`src/rtl/discrete_audio_pkg.sv`:
```
// Shared types and helpers for the discrete audio stages.
// Provides the 16-bit sample type, the Q4.12 unity gain, and 36-bit to 16-bit saturation.
package discrete_audio_pkg;

    typedef logic signed [15:0] sample_t;

    localparam int unsigned GAIN_UNITY_12 = 4096;

    typedef struct packed {
        sample_t value;
        logic    clip;
    } sat16_t;

    function automatic sat16_t sat16(input logic signed [35:0] x);
        sat16_t res;
        if (x > 36'sd32767) begin
            res.value = 16'sh7fff;
            res.clip  = 1'b1;
        end else if (x < -36'sd32768) begin
            res.value = 16'sh8000;
            res.clip  = 1'b1;
        end else begin
            res.value = x[15:0];
            res.clip  = 1'b0;
        end
        return res;
    endfunction

endpackage

```
`src/rtl/sample_saturator.sv`:
```
// Rounds a Q.12 accumulator to an integer sample (half toward +inf) and saturates to 16 bits.
module sample_saturator
    import discrete_audio_pkg::*;
(
    input  logic signed [35:0] acc,
    output sample_t            value,
    output logic               clip
);

    logic signed [35:0] rounded;
    sat16_t             sat;

    always_comb begin
        rounded = (acc + 36'sd2048) >>> 12;
        sat     = sat16(rounded);
    end

    assign value = sat.value;
    assign clip  = sat.clip;

endmodule

```
`src/rtl/discrete_weighted_mixer.sv`:
```
// Weighted sum of NUM_INPUTS signed samples with Q4.12 gains, using one shared
// multiply-accumulate stepped once per input after each audio strobe.
module discrete_weighted_mixer
    import discrete_audio_pkg::*;
#(
    parameter int CLOCK_RATE  = 50000000,
    parameter int SAMPLE_RATE = 48000,
    parameter int NUM_INPUTS  = 4,
    parameter logic [NUM_INPUTS*16-1:0] GAINS_12_SHIFTED = {NUM_INPUTS{16'(GAIN_UNITY_12)}}
) (
    input  logic                         clk,
    input  logic                         reset,
    input  logic                         audio_clk_en,
    input  logic [NUM_INPUTS*16-1:0]     in,
    output logic signed [15:0]           out,
    output logic                         out_valid,
    output logic                         busy,
    output logic                         clip,
    output logic                         overrun
);

    localparam int IDX_W = (NUM_INPUTS > 1) ? $clog2(NUM_INPUTS) : 1;
    localparam logic [IDX_W-1:0] LAST_IDX = IDX_W'(NUM_INPUTS - 1);

    if (NUM_INPUTS < 2 || NUM_INPUTS > 8) begin : g_bad_num_inputs
        $error("discrete_weighted_mixer: NUM_INPUTS must be in 2..8");
    end
    if (CLOCK_RATE / SAMPLE_RATE < NUM_INPUTS + 3) begin : g_bad_rate
        $error("discrete_weighted_mixer: too few clocks per sample for NUM_INPUTS");
    end

    typedef enum logic [1:0] {StIdle, StAccum, StScale} mixer_state_t;

    mixer_state_t       state_q, state_d;
    sample_t            snap_q [NUM_INPUTS];
    logic signed [35:0] acc_q;
    logic [IDX_W-1:0]   idx_q;

    logic               start, accum_en, scale_en, drop;
    sample_t            cur_sample;
    logic [15:0]        cur_gain;
    logic signed [32:0] product;
    sample_t            sat_value;
    logic               sat_clip;

    always_ff @(posedge clk) begin
        if (reset) begin
            state_q <= StIdle;
        end else begin
            state_q <= state_d;
        end
    end

    always_comb begin
        state_d = state_q;
        unique case (state_q)
            StIdle:  if (audio_clk_en) state_d = StAccum;
            StAccum: if (idx_q == LAST_IDX) state_d = StScale;
            StScale: state_d = StIdle;
            default: state_d = StIdle;
        endcase
    end

    always_comb begin
        busy     = (state_q != StIdle);
        start    = (state_q == StIdle) && audio_clk_en;
        accum_en = (state_q == StAccum);
        scale_en = (state_q == StScale);
        drop     = audio_clk_en && (state_q != StIdle);
    end

    // Operand mux for the shared multiplier; gain is unsigned, so zero-extend before signed multiply.
    always_comb begin
        cur_sample = '0;
        cur_gain   = '0;
        for (int i = 0; i < NUM_INPUTS; i++) begin
            if (idx_q == IDX_W'(i)) begin
                cur_sample = snap_q[i];
                cur_gain   = GAINS_12_SHIFTED[16*i +: 16];
            end
        end
        product = 33'(cur_sample) * 33'($signed({1'b0, cur_gain}));
    end

    sample_saturator u_sample_saturator (
        .acc   (acc_q),
        .value (sat_value),
        .clip  (sat_clip)
    );

    always_ff @(posedge clk) begin
        if (reset) begin
            for (int i = 0; i < NUM_INPUTS; i++) begin
                snap_q[i] <= '0;
            end
            acc_q     <= '0;
            idx_q     <= '0;
            out       <= '0;
            out_valid <= 1'b0;
            clip      <= 1'b0;
            overrun   <= 1'b0;
        end else begin
            out_valid <= 1'b0;
            if (start) begin
                for (int i = 0; i < NUM_INPUTS; i++) begin
                    snap_q[i] <= in[16*i +: 16];
                end
                acc_q <= '0;
                idx_q <= '0;
            end
            if (accum_en) begin
                acc_q <= acc_q + 36'(product);
                idx_q <= idx_q + IDX_W'(1);
            end
            if (scale_en) begin
                out       <= sat_value;
                clip      <= sat_clip;
                out_valid <= 1'b1;
            end
            if (drop) begin
                overrun <= 1'b1;
            end
        end
    end

endmodule

```
`config.mk`:
```
export PLATFORM = sky130hd
export DESIGN_NAME = discrete_weighted_mixer
export DESIGN_NICKNAME = d
export VERILOG_FILES = /design/src/rtl/discrete_audio_pkg.sv /design/src/rtl/sample_saturator.sv /design/src/rtl/discrete_weighted_mixer.sv
export SDC_FILE = /design/constraint.sdc
export NUM_CORES = 1
export LEC_CHECK = 0
export BUFFER_PORTS_ARGS = -buffer_cell sky130_fd_sc_hd__buf_2
export CAP_MARGIN = 20
export CORE_ASPECT_RATIO = 1.25
export CORE_MARGIN = 2
export CORE_UTILIZATION = 45
export CTS_CLUSTER_DIAMETER = 150
export CTS_CLUSTER_SIZE = 10
export DETAILED_ROUTE_END_ITERATION = 10
export PLACE_DENSITY_LB_ADDON = 0.3
export SLEW_MARGIN = 10
export SYNTH_ARGS = -nofsm -noshare
export SYNTH_HDL_FRONTEND = slang
export SYNTH_HIERARCHICAL = 1
export SYNTH_SLANG_ARGS = --single-unit
```
`constraint.sdc`:
```
create_clock -name clk -period 4.7 [get_ports clk]
set_input_delay 0.235 -clock clk [delete_from_list [all_inputs] [get_ports clk]]
set_output_delay 0.235 -clock clk [all_outputs]
set_load 0.005 [all_outputs]
```
# Yosys cells after proc, flatten, opt, wreduce, memory -nomap -nowiden
# Memories as Yosys holds them, arrays and structs flattened.
# Index checks and enable logic that the tools add are counted.
[word_totals]
reg_bits = 59
latchBits = 0
ram_bits = 64
romBits = 0
input_bits = 67
elab_cells = 59
mem_count = 1
[mem_list]
columns = ["memory", "words", "word_bits", "rd", "rd_ports_with_merged_regs", "wr", "line_no", "text"]
rows = [
  ["snap_q", 4, 16, 4, 0, 4, "discrete_weighted_mixer.sv:35", "sample_t snap_q [NUM_INPUTS];"],
]
[classes]
addsub = 3
mul = 1
div = 0
magnitude_cmp = 2
eq_ne = 7
shifts = 0
n_mux = 27
n_bitwise = 4
reduce_logical = 7
[op_table]
columns = ["cell", "count"]
rows = [
  ["$mux W16", 11],
  ["$mux W36", 2],
  ["$add A36 B13 Y36 const B", 1],
  ["$add A36 B33 Y36", 1],
  ["$mux W17", 2],
  ["$mul A16 B17 Y33", 1],
  ["$gt A24 B16 Y1 const B", 1],
  ["$lt A24 B16 Y1 const B", 1],
  ["$mux W13", 1],
  ["$mux W2", 4],
  ["$eq A2 B2 Y1 const B", 3],
  ["$mux W1", 6],
  ["$eq A2 B1 Y1 const B", 2],
  ["$logic_not A2 Y1", 2],
  ["$or A1 B1 Y1", 4],
  ["$pmux W2 S2", 1],
  ["$reduce_bool A2 Y1", 2],
  ["$add A2 B1 Y2 const B", 1],
  ["$logic_and A1 B1 Y1", 2],
  ["$ne A2 B1 Y1 const B", 1],
  ["$ne A2 B2 Y1 const B", 1],
  ["$reduce_and A2 Y1", 1],
]

# Logic depth before layout (Yosys ltp)
# Gate-level depths: netlist of the first run.
[depth]
depth_word = 8
ltp_mapped = 25
mapped_depth_nobuf = 24

# Cells and area by module
# Netlist of the first run, hierarchy kept.
[by_module_without_submodules]
columns = ["mod", "instances", "cells_each", "area_each_um2"]
rows = [
  ["discrete_weighted_mixer", 1, 622, 6480.0],
  ["sample_saturator", 1, 117, 798.3],
]

# Least setup slack after synthesis of the first run
# No wires, ideal clock.
[synth_timing]
kind = "register -> register"
startpoint = "register idx_q[0]"
endpoint = "register acc_q[34]"
t_arrival_ns = 4.900
required_ns = 4.583
path_slack_ns = -0.317
stages_incl_launch_ff = 19
n_path_buf = 1
period_less_slack_ns = 5.017
path_cell_list = "dfxtp_1 inv_1 ha_1 clkbuf_1 nand3b_1 a221oi_1 a21o_1 ha_1 ha_1 ha_1 fa_1 ha_1 ha_1 a21o_1 a2111o_1 a21o_1 a311oi_2 xnor2_1 a22o_1"
[synth_between]
elab_chain_cells = 8
[synth_rtl]
columns = ["item", "line_no", "text"]
rows = [
  ["start: declaration", "discrete_weighted_mixer.sv:37", "logic [IDX_W-1:0] idx_q;"],
  ["start signal: assignment", "discrete_weighted_mixer.sv:113", "idx_q <= idx_q + IDX_W'(1);"],
  ["$logic_not A2 Y1", "discrete_weighted_mixer.sv:77", "if (idx_q == IDX_W'(i)) begin"],
  ["$mux W16 / $mux W13 (equally long branches)", "discrete_weighted_mixer.sv:77", ""],
  ["$mux W16 (3 in a row)", "discrete_weighted_mixer.sv:77", ""],
  ["$mul A16 B17 Y33 (*)", "discrete_weighted_mixer.sv:82", "product = 33'(cur_sample) * 33'($signed({1'b0, cur_gain}));"],
  ["$add A36 B33 Y36 (*)", "discrete_weighted_mixer.sv:112", "acc_q <= acc_q + 36'(product);"],
  ["$mux W36 (*)", "discrete_weighted_mixer.sv:111", "if (accum_en) begin"],
  ["end signal: assignment", "discrete_weighted_mixer.sv:112", ""],
  ["end: declaration", "discrete_weighted_mixer.sv:36", "logic signed [35:0] acc_q;"],
]
# Mark *: on every way between the ends. The rest lies on a longest branch, timed or not.
# A chain may end at the register's enable or synchronous reset.

# Worst setup path after layout of the first run
# Ends and elaborated chain as after synthesis.

==> flow_summary.json, run 1 <==
{
  "status": "complete, no violations",
  "endpoint": "acc_q[34]",
  "cp_data_required_time_ns": 4.94,
  "synthDistinctLibCells": 60,
  "netlist_area_mm2": 0.00728,
  "cpMostUsedCell": "ha_1",
  "synth_warnings": 6,
  "leakagePower_nw": 4.00,
  "avgSynthCellArea_um2": 9.85,
  "holdWs_ns": 0.152,
  "clkSinkCount": 111,
  "rsz0062_at_grt": "yes",
  "routabilityCongestion": 0.832,
  "critPathLaunchType": "flop",
  "grt_pass1_vias": 5387,
  "ir_drop_v": 0.000203,
  "switching_share_pct": 32.0,
  "grt_overflow": 0,
  "tritoncts": "built",
  "grt_use_total_pct": 17.3,
  "io_pins": 87,
  "start_util_pct": 45.5,
  "cp_max_fo": 14,
  "core-area_mm2": 0.0160,
  "hp-class": "in -> reg",
  "wl_um": 14700,
  "crit_arrival_ns": 4.78,
  "setup_viol": 0,
  "reg2reg_depth": 17,
  "synthFlopType": "edfxtp_1",
  "vias": 5539,
  "areaGrowthSynthToFinish_pct": 21.8,
  "clkPwrFrac_pct": 25.2,
  "final_common_cell": "buf_2",
  "hold_viol": 0,
  "layout.nets": 1028,
  "timing.final.crit_share_pct": 96.6,
  "path_cells": "buf_4 > ha_1 > nor2_1 > buf_12 > a22o_1 > ha_1 > ha_1 > ha_1 > fa_1 > ha_4 > ha_4 > a21o_1 > a2111o_1 > a21o_1 > a311oi_2 > xnor2_1 > a22o_1",
  "final_max_slew_viol_count": 0,
  "drive_above_1_share_pct": 24.2,
  "synth_seq_cells": 111,
  "viasPerCell": 5.11,
  "fin_crit_ns": 4.54,
  "path_clk_slew_ns": 0.07,
  "worstReg2RegStart": "idx_q[0]",
  "dieHeight_um": 146,
  "antenna_cells": 0,
  "cp-startpoint": "idx_q[0]",
  "tightest_slew_ns": 0.911,
  "antenna_found_initial": 0,
  "route.detailed.drc": 0,
  "skew_ns": 0.0107,
  "cts_max_level": 3,
  "min_from": "in[10]",
  "fp.dieW_um": 118,
  "row_count": 52,
  "stdcell_count": 1084,
  "comb_power_share_pct": 35.3,
  "timing.fmax_mhz": 220,
  "netlist_instances": 739,
  "synthArstFlopShare_pct": 0,
  "path_delay_family": "adder cells",
  "intPower_mw": 2.01,
  "routedWlPerCell_um": 13.6,
  "end_kind": "flop",
  "hpwl_um": 11100,
  "p_seq_share_pct": 39.4,
  "drt_iter0_markers": 153,
  "cts_made_buffers": 9,
  "firstDrtPassIters": 4,
  "power_density_mw_per_mm2": 334,
  "rrSetupSlack_ns": 0.16,
  "cts.path.max_buffers": 2,
  "crit_path_max_incr_delay_ns": 0.53,
  "clk_latency_ns": 0.35,
  "die-area_mm2": 0.0172,
  "root_buffer": "clkbuf_16",
  "slew_headroom_pct": 39.1,
  "synth_edf_count": 64,
  "r2r_end": "acc_q[34]",
  "mostFrequentLayoutCells": "buf_2, nand2_1, ha_1, and2_1, edfxtp_1",
  "hold_depth": 2,
  "antenna_left": 0,
  "cpMaxStageDelayCell": "fa_1",
  "dp_cells": 1060,
  "ys_seq_area_share_pct": 39.3,
  "path_buf_inv": 2,
  "p_sw_mw": 0.947,
  "grt_max_degree": 65,
  "grt_pass1_wl_um": 24600,
  "maxCapViolCount": 0,
  "numPortBuffers": 86,
  "path_class": "reg -> reg",
  "path_depth": 17
}
power groups by stage:
stage	logic, mW	registers (mW)	clock network [mW]
finish	1.05	1.17	0.746
detailed placement	0.951	1.19	0
CTS	0.974	1.17	0.762
global placement	0.946	1.19	0
floorplan	0.654	1.17	0
global route	1.18	1.18	0.797
logic make-up (layout without fill, tap and decap cells):
kind of cell / after synthesis / in the layout / share of synthesized area (%)
XOR/XNOR: 40 / 40 / 4.92
flip-flops: 111 / 111 / 39.3
AO/OA/AOI/OAI: 163 / 164 / 15.1
other: 1 / 2 / 0.0515
adder cells (fa/ha/maj): 98 / 98 / 18.2
buffers and inverters: 51 / 178 / 3.03
multiplexers: 2 / 2 / 0.275
AND/OR/NAND/NOR: 273 / 273 / 19.1
area by class of cell:
| class | count | area [um^2] |
|---|---|---|
| fillers | 1445 | 7140 |
| multi-input cells | 579 | 4450 |
| flip-flops and latches | 111 | 2870 |
| repair buffers | 147 | 937 |
| well taps | 216 | 270 |
| clock buffers | 10 | 239 |
| inverters | 15 | 57.6 |
| clock inverters | 6 | 48.8 |
cell usage after synthesis (13+ instances only):
| master | instances | share of area (%) |
|---|---|---|
| ha_1 | 85 | 15 |
| edfxtp_1 | 64 | 26 |
| xor2_1 | 15 | 1.8 |
| xnor2_1 | 24 | 2.9 |
| nor2_1 | 49 | 2.5 |
| o21ai_0 | 25 | 1.7 |
| and2_1 | 67 | 5.8 |
| dfxtp_1 | 47 | 13 |
| nand2_1 | 82 | 4.2 |
| inv_1 | 14 | 0.72 |
| a22o_1 | 28 | 3.4 |
| a21oi_1 | 51 | 3.5 |
| fa_1 | 13 | 3.6 |
| nand3_1 | 15 | 1.0 |
| clkbuf_1 | 29 | 1.5 |
metrics by stage:
step / area [um^2] / worst slack, ns / total power [mW] / TNS, ns / util (%)
5_1_grt: 8870 / -0.0138 / 3.16 / -0.0138 / 55.4
6_report: 8870 / 0.162 / 2.96 / 0 / 55.4
3_3_place_gp: 8280 / 0.0395 / 2.13 / 0 / 51.8
4_1_cts: 8630 / 0.00304 / 2.90 / 0 / 53.9
2_1_floorplan: 7310 / 0.0147 / 1.82 / 0 / -
3_5_place_dp: 8280 / -0.0289 / 2.14 / -0.0289 / 51.8
registers in the layout, summed over array words and instances, names as in the netlist:
register	count
idx_q	2
clip	1
overrun	1
out	16
state_q	2
acc_q	24
out_valid	1
snap_q	64
timing repair:
| action | in CTS | in global routing |
|---|---|---|
| pin swaps | 2 | 14 |
| setup buffers | 3 | 2 |
| endpoints found under the setup margin | 2 | 7 |
| hold buffers | 0 | 0 |
| cloned | 1 | 0 |
| gates resized for setup | 5 | 30 |
per-layer routing:
layer,track usage [%],wire length [um]
met2,31.5,7390
met3,2.19,376
met5,0,0
met1,20.9,6690
met4,6.27,255
worst min-delay path by stage:
stage,endpoint,slack [ns]
after floorplan,overrun,0.37
after global placement,out[13],0.44
after detailed placement,out[12],0.44
after CTS,snap_q[2][15],0.14
after global routing,snap_q[1][3],0.15
final,snap_q[0][10],0.15
Power figures use the tool's default switching activity.
==> run 2, diff against run 1 <==
--- a/config.mk
+++ b/config.mk
@@ -9,7 +9,7 @@
 export CAP_MARGIN = 20
 export CORE_ASPECT_RATIO = 1.25
 export CORE_MARGIN = 2
-export CORE_UTILIZATION = 45
+export CORE_UTILIZATION = 30
 export CTS_CLUSTER_DIAMETER = 150
 export CTS_CLUSTER_SIZE = 10
 export DETAILED_ROUTE_END_ITERATION = 10
==> run 2 against run 1 <==
Effect of this change: final cell count is 9.3% higher; flip-flop and latch count stayed put; core utilization down 17 points; clock skew is 0.0050 ns higher; sequential power is essentially flat; maximum frequency up 0.46%; critical path depth is 2 higher; first-iteration DRC count grew 12%; non-clock buffer count fell by 7; hold slack improved by 0.0063 ns; power grew 0.40%; die area grew 48%.
==> flow_summary.json, run 2 (synthesis results as in run 1) <==
{
  "status": "complete, no violations",
  "hpwl_um": 11900,
  "route.detailed.drc": 0,
  "antenna_cells": 0,
  "ir_drop_v": 0.000176,
  "largestRegisters": "snap_q: 64 flops, acc_q: 24 flops, out: 16 flops",
  "path_buf_inv": 1,
  "core-area_mm2": 0.0238,
  "cpMaxStageDelayCell": "fa_1",
  "tightest_slew_ns": 0.991,
  "timing.final.crit_share_pct": 96.1,
  "placed_cell_area_mm2": 0.00838,
  "vias": 5480,
  "antenna_left": 0,
  "hold_viol": 0,
  "grt_pass1_wl_um": 25200,
  "ctsHoldBuffers": 0,
  "antenna_found_initial": 0,
  "fin_crit_ns": 4.52,
  "die-area_mm2": 0.0255,
  "hp-class": "in -> reg",
  "dieHeight_um": 178,
  "crit_arrival_ns": 4.75,
  "slew_headroom_pct": 33.8,
  "numPortBuffers": 86,
  "timing.fmax_mhz": 221,
  "grt_max_degree": 65,
  "top_register": "snap_q",
  "cts.path.max_buffers": 2,
  "routedWlPerCell_um": 12.9,
  "nFillCells": 2430,
  "maxCapViolCount": 0,
  "areaGrowthSynthToFinish_pct": 24.7,
  "largest_register_ffs": 64,
  "grt_pass1_vias": 5251,
  "final_common_cell": "buf_2",
  "power_mw": 2.97,
  "power_density_mw_per_mm2": 327,
  "end_kind": "flop",
  "path_clk_slew_ns": 0.07,
  "fp.dieW_um": 143,
  "clkSinkCount": 111,
  "start_util_pct": 30.6,
  "cts_made_buffers": 9,
  "cts_max_level": 3,
  "cp_max_fo": 8,
  "skew_ns": 0.0157,
  "clk_latency_ns": 0.35,
  "path_cells": "inv_2 > ha_4 > nand3b_1 > a221oi_4 > a21o_4 > ha_4 > ha_4 > xor2_1 > xnor2_1 > fa_1 > ha_4 > ha_4 > a21oi_2 > o21ai_2 > a2111o_1 > a21o_1 > a311oi_2 > xnor2_1 > a22o_1",
  "multi_input_area_mm2": 0.00459,
  "drt_iter0_markers": 171,
  "row_count": 63,
  "root_buffer": "clkbuf_16",
  "tritoncts": "built",
  "mostFrequentLayoutCells": "buf_2, nand2_1, and2_1, edfxtp_1, ha_1",
  "firstDrtPassIters": 4,
  "routabilityCongestion": 0.833,
  "critPathLaunchType": "flop",
  "viasPerCell": 4.62,
  "ff_latch_area_mm2": 0.00287,
  "io_pins": 87,
  "cp_data_required_time_ns": 4.93,
  "final_max_slew_viol_count": 0,
  "crit_path_max_incr_delay_ns": 0.48,
  "drive_above_1_share_pct": 25.2,
  "final_cell_area_mm2": 0.00907,
  "leakagePower_nw": 3.93,
  "grt_overflow": 0,
  "path_delay_family": "compound AO/OA/AOI/OAI gates",
  "path_class": "reg -> reg",
  "wl_um": 15300,
  "cpMostUsedCell": "ha_4",
  "layout.nets": 1020,
  "setup_viol": 0,
  "grt_use_total_pct": 12.1
}
## run 2: cell count changes in the layout (fill, tap and decap cells not counted), moves of 2 or more
cell | before | now
buf_4 | 56 | 49
ha_1 | 74 | 61
clkinv_1 | 0 | 2
o21ai_0 | 24 | 22
ha_4 | 10 | 22
buf_12 | 3 | 1
## run 2: area by class of cell
cell class                      instances  area share [%]
Multi-Input combinational cell        578            50.6
Sequential cell                       111            31.6
Timing Repair Buffer                  140            9.60
Tap cell                              325            4.48
Clock buffer                            9            2.48
Inverter                               15           0.634
Clock inverter                          7           0.579
## run 2: metrics by stage
step / hold slack, ns / instances / TNS (ns) / setup WS [ns] / util (%)
global placement: 0.441 / 1165 / -0.0412 / -0.0412 / 35.2
global route: 0.150 / 1185 / -0.0591 / -0.0488 / 38.1
detailed placement: 0.444 / 1165 / -0.169 / -0.0790 / 35.2
finish: 0.159 / 1185 / 0 / 0.182 / 38.1
floorplan: 0.374 / 740 / 0 / 0.0147 / -
CTS: 0.147 / 1184 / 0 / 0.00227 / 36.7
## run 2: per-layer routing
metal  part of all wire, %  GRT usage (%)  vias to the layer above
li1                      -              -                     2886
met5                     0              0                        -
met4                   1.3           3.68                        0
met3                   2.6           1.66                       12
met1                    48           16.1                     2491
met2                    48           20.6                       91
## run 2: path summary, 6_finish.rpt
path | startpoint | endpoint | slack (ns) | cells after the start
worst max-delay path | idx_q[1] | acc_q[34] | 0.18 | 19
worst min-delay path | in[2] | snap_q[0][2] | 0.16 | 2
worst max register to register | idx_q[1] | acc_q[34] | 0.18 | 19
worst min register to register | out[3] | out[3] | 0.45 | 2
## run 2: worst register-to-register path: stages (launching register included)
cell	delay [ns]
dfxtp_2	0.33
inv_2	0.06
ha_4	0.19
nand3b_1	0.21
a221oi_4	0.30
a21o_4	0.22
ha_4	0.24
ha_4	0.15
xor2_1	0.16
xnor2_1	0.19
fa_1	0.48
ha_4	0.27
ha_4	0.24
a21oi_2	0.16
o21ai_2	0.09
a2111o_1	0.34
a21o_1	0.20
a311oi_2	0.30
xnor2_1	0.10
a22o_1	0.17
## run 2: power breakdown
part | switching, mW | internal, mW
combinational | 0.530 | 0.554
sequential | 0.0686 | 1.10
clock | 0.354 | 0.365
## run 2: repair_timing
action,4_1_cts,5_1_grt
pin swaps,3,18
buffers inserted,3,1
endpoints found under the setup margin,5,7
gates resized for setup,10,46
==> run 3, diff against run 2 <==
--- a/config.mk
+++ b/config.mk
@@ -9,7 +9,7 @@
 export CAP_MARGIN = 20
 export CORE_ASPECT_RATIO = 1.25
 export CORE_MARGIN = 2
-export CORE_UTILIZATION = 30
+export CORE_UTILIZATION = 49
 export CTS_CLUSTER_DIAMETER = 150
 export CTS_CLUSTER_SIZE = 10
 export DETAILED_ROUTE_END_ITERATION = 10
==> run 3 against run 2 <==
Effect of this change: the run now ends with design-rule violations left; critical path type unchanged; maximum frequency shrank 3.5%; final cell count shrank 12%; largest power group is now combinational cells; clock-buffer cell count grew 2; power grew 3.2%; clock skew shrank 0.0072 ns.
==> flow_summary.json, run 3 (synthesis results as in run 1) <==
{
  "status": "complete, but fails checks",
  "violations": "design-rule violations",
  "clkPwrFrac_pct": 23.4,
  "setup_viol": 0,
  "finalWorstSetupSlack_ns": 0.0202,
  "reg2reg_depth": 21,
  "root_buffer": "clkbuf_16",
  "intPower_mw": 2.06,
  "wl_um": 16300,
  "clk_latency_ns": 0.36,
  "drt_iter0_markers": 189,
  "ctsHoldBuffers": 0,
  "skew_ns": 0.00855,
  "routabilityCongestion": 0.856,
  "ff_latch_area_mm2": 0.00286,
  "timing.fmax_mhz": 214,
  "drive_above_1_share_pct": 26.6,
  "r2r_end": "acc_q[34]",
  "route.detailed.drc": 3,
  "numPortBuffers": 86,
  "routedWlPerCell_um": 15.7,
  "grt_use_total_pct": 19.3,
  "ir_drop_v": 0.000226,
  "grt_pass1_wl_um": 25000,
  "cts_made_buffers": 9,
  "final_common_cell": "buf_2",
  "final_max_slew_viol_count": 0,
  "rsz0062_at_grt": "yes",
  "tightest_slew_ns": 1.03,
  "path_clk_slew_ns": 0.08,
  "slew_headroom_pct": 31.4,
  "grt_overflow": 0,
  "cp_data_required_time_ns": 4.95,
  "hold_viol": 0,
  "p_sw_mw": 1.01,
  "cp_max_fo": 6,
  "areaGrowthSynthToFinish_pct": 24.1,
  "dp_slack_ns": -0.131,
  "nFillCells": 1158,
  "clkSinkCount": 111,
  "fin_setup_tns_ns": 0,
  "cts_max_level": 3,
  "leakagePower_nw": 3.92,
  "largest_register_ffs": 64,
  "end_kind": "flop",
  "top_register": "snap_q",
  "mostFrequentLayoutCells": "buf_2, nand2_1, and2_1, edfxtp_1, ha_1",
  "largestRegisters": "snap_q: 64 flops, acc_q: 24 flops, out: 16 flops",
  "maxCapViolCount": 0,
  "fin_crit_ns": 4.68,
  "antenna_left": 0,
  "switching_share_pct": 32.8,
  "critPathLaunchType": "flop",
  "die-area_mm2": 0.0159,
  "core-area_mm2": 0.0145,
  "p_seq_share_pct": 38.2,
  "antenna_cells": 0,
  "cts.path.max_buffers": 2,
  "cp-startpoint": "idx_q[0]",
  "io_pins": 87,
  "row_count": 49,
  "vias": 5732,
  "timing.final.crit_share_pct": 99.6,
  "min_from": "in[33]",
  "tritoncts": "built",
  "path_class": "reg -> reg",
  "layout.nets": 1021,
  "hpwl_um": 11800,
  "rrSetupSlack_ns": 0.02,
  "endpoint": "acc_q[34]",
  "antenna_found_initial": 0,
  "grt_pass1_vias": 5663,
  "firstDrtPassIters": 8,
  "fp.dieW_um": 113,
  "viasPerCell": 5.52,
  "crit_arrival_ns": 4.93,
  "hp-class": "in -> reg",
  "power_density_mw_per_mm2": 339,
  "holdWs_ns": 0.151,
  "dieHeight_um": 140,
  "multi_input_area_mm2": 0.00471,
  "comb_power_share_pct": 38.4,
  "start_util_pct": 50.3,
  "grt_max_degree": 65,
  "worstReg2RegStart": "idx_q[0]"
}
## run 3: layer usage
layer	routed length, um	global-route usage, %
met5	0	0
met2	8740	35.6
met4	377	8.22
met3	554	2.99
met1	6610	22.0
## run 3: area by class of cell
type                            instances  area share (%)
Multi-Input combinational cell        578            52.1
Sequential cell                       111            31.7
Timing Repair Buffer                  141            10.1
Clock buffer                           11            2.58
Tap cell                              178            2.47
Inverter                               15           0.637
Clock inverter                          5           0.457
## run 3: worst min-delay path by stage
| stage | depth (start not counted) | endpoint | slack [ns] |
|---|---|---|---|
| global placement | 2 | out[7] | 0.44 |
| finish | 2 | snap_q[2][1] | 0.15 |
| CTS | 2 | snap_q[2][1] | 0.14 |
| floorplan | 2 | overrun | 0.37 |
| detailed placement | 2 | out[0] | 0.44 |
| global route | 2 | snap_q[0][10] | 0.14 |
## run 3: worst max-delay path, stage by stage, from the launching register on
cell      delay [ns]
dfxtp_2         0.34
buf_6           0.12
ha_4            0.17
nand3b_1        0.22
a221oi_4        0.31
a21o_4          0.16
buf_12          0.11
buf_4           0.11
ha_4            0.14
ha_4            0.14
xor2_2          0.17
xnor2_1         0.17
fa_1            0.50
ha_4            0.30
ha_4            0.20
a21oi_4         0.16
o21ai_2         0.07
a2111o_1        0.37
a21o_1          0.20
a311oi_2        0.32
xnor2_1         0.11
a22o_1          0.18
## run 3: power by group through the flow
stage | Combinational (mW) | Clock [mW] | Sequential, mW
final | 1.18 | 0.717 | 1.17
after global routing | 1.29 | 0.770 | 1.18
after CTS | 0.957 | 0.732 | 1.17
after detailed placement | 0.935 | 0 | 1.19
after global placement | 0.907 | 0 | 1.19
after floorplan | 0.654 | 0 | 1.17
## run 3: repair_timing
item,CTS,global route
pin swaps,2,39
setup endpoints to repair,4,11
setup buffers,3,7
resized for setup,6,64
## run 3: metrics by stage
stage	area, um^2	std cells	power, mW	util [%]
2_1_floorplan	7310	740	1.82	-
3_3_place_gp	8180	1013	2.10	56.5
3_5_place_dp	8180	1013	2.13	56.5
4_1_cts	8500	1032	2.86	58.7
5_1_grt	9030	1039	3.25	62.4
6_report	9030	1039	3.07	62.4
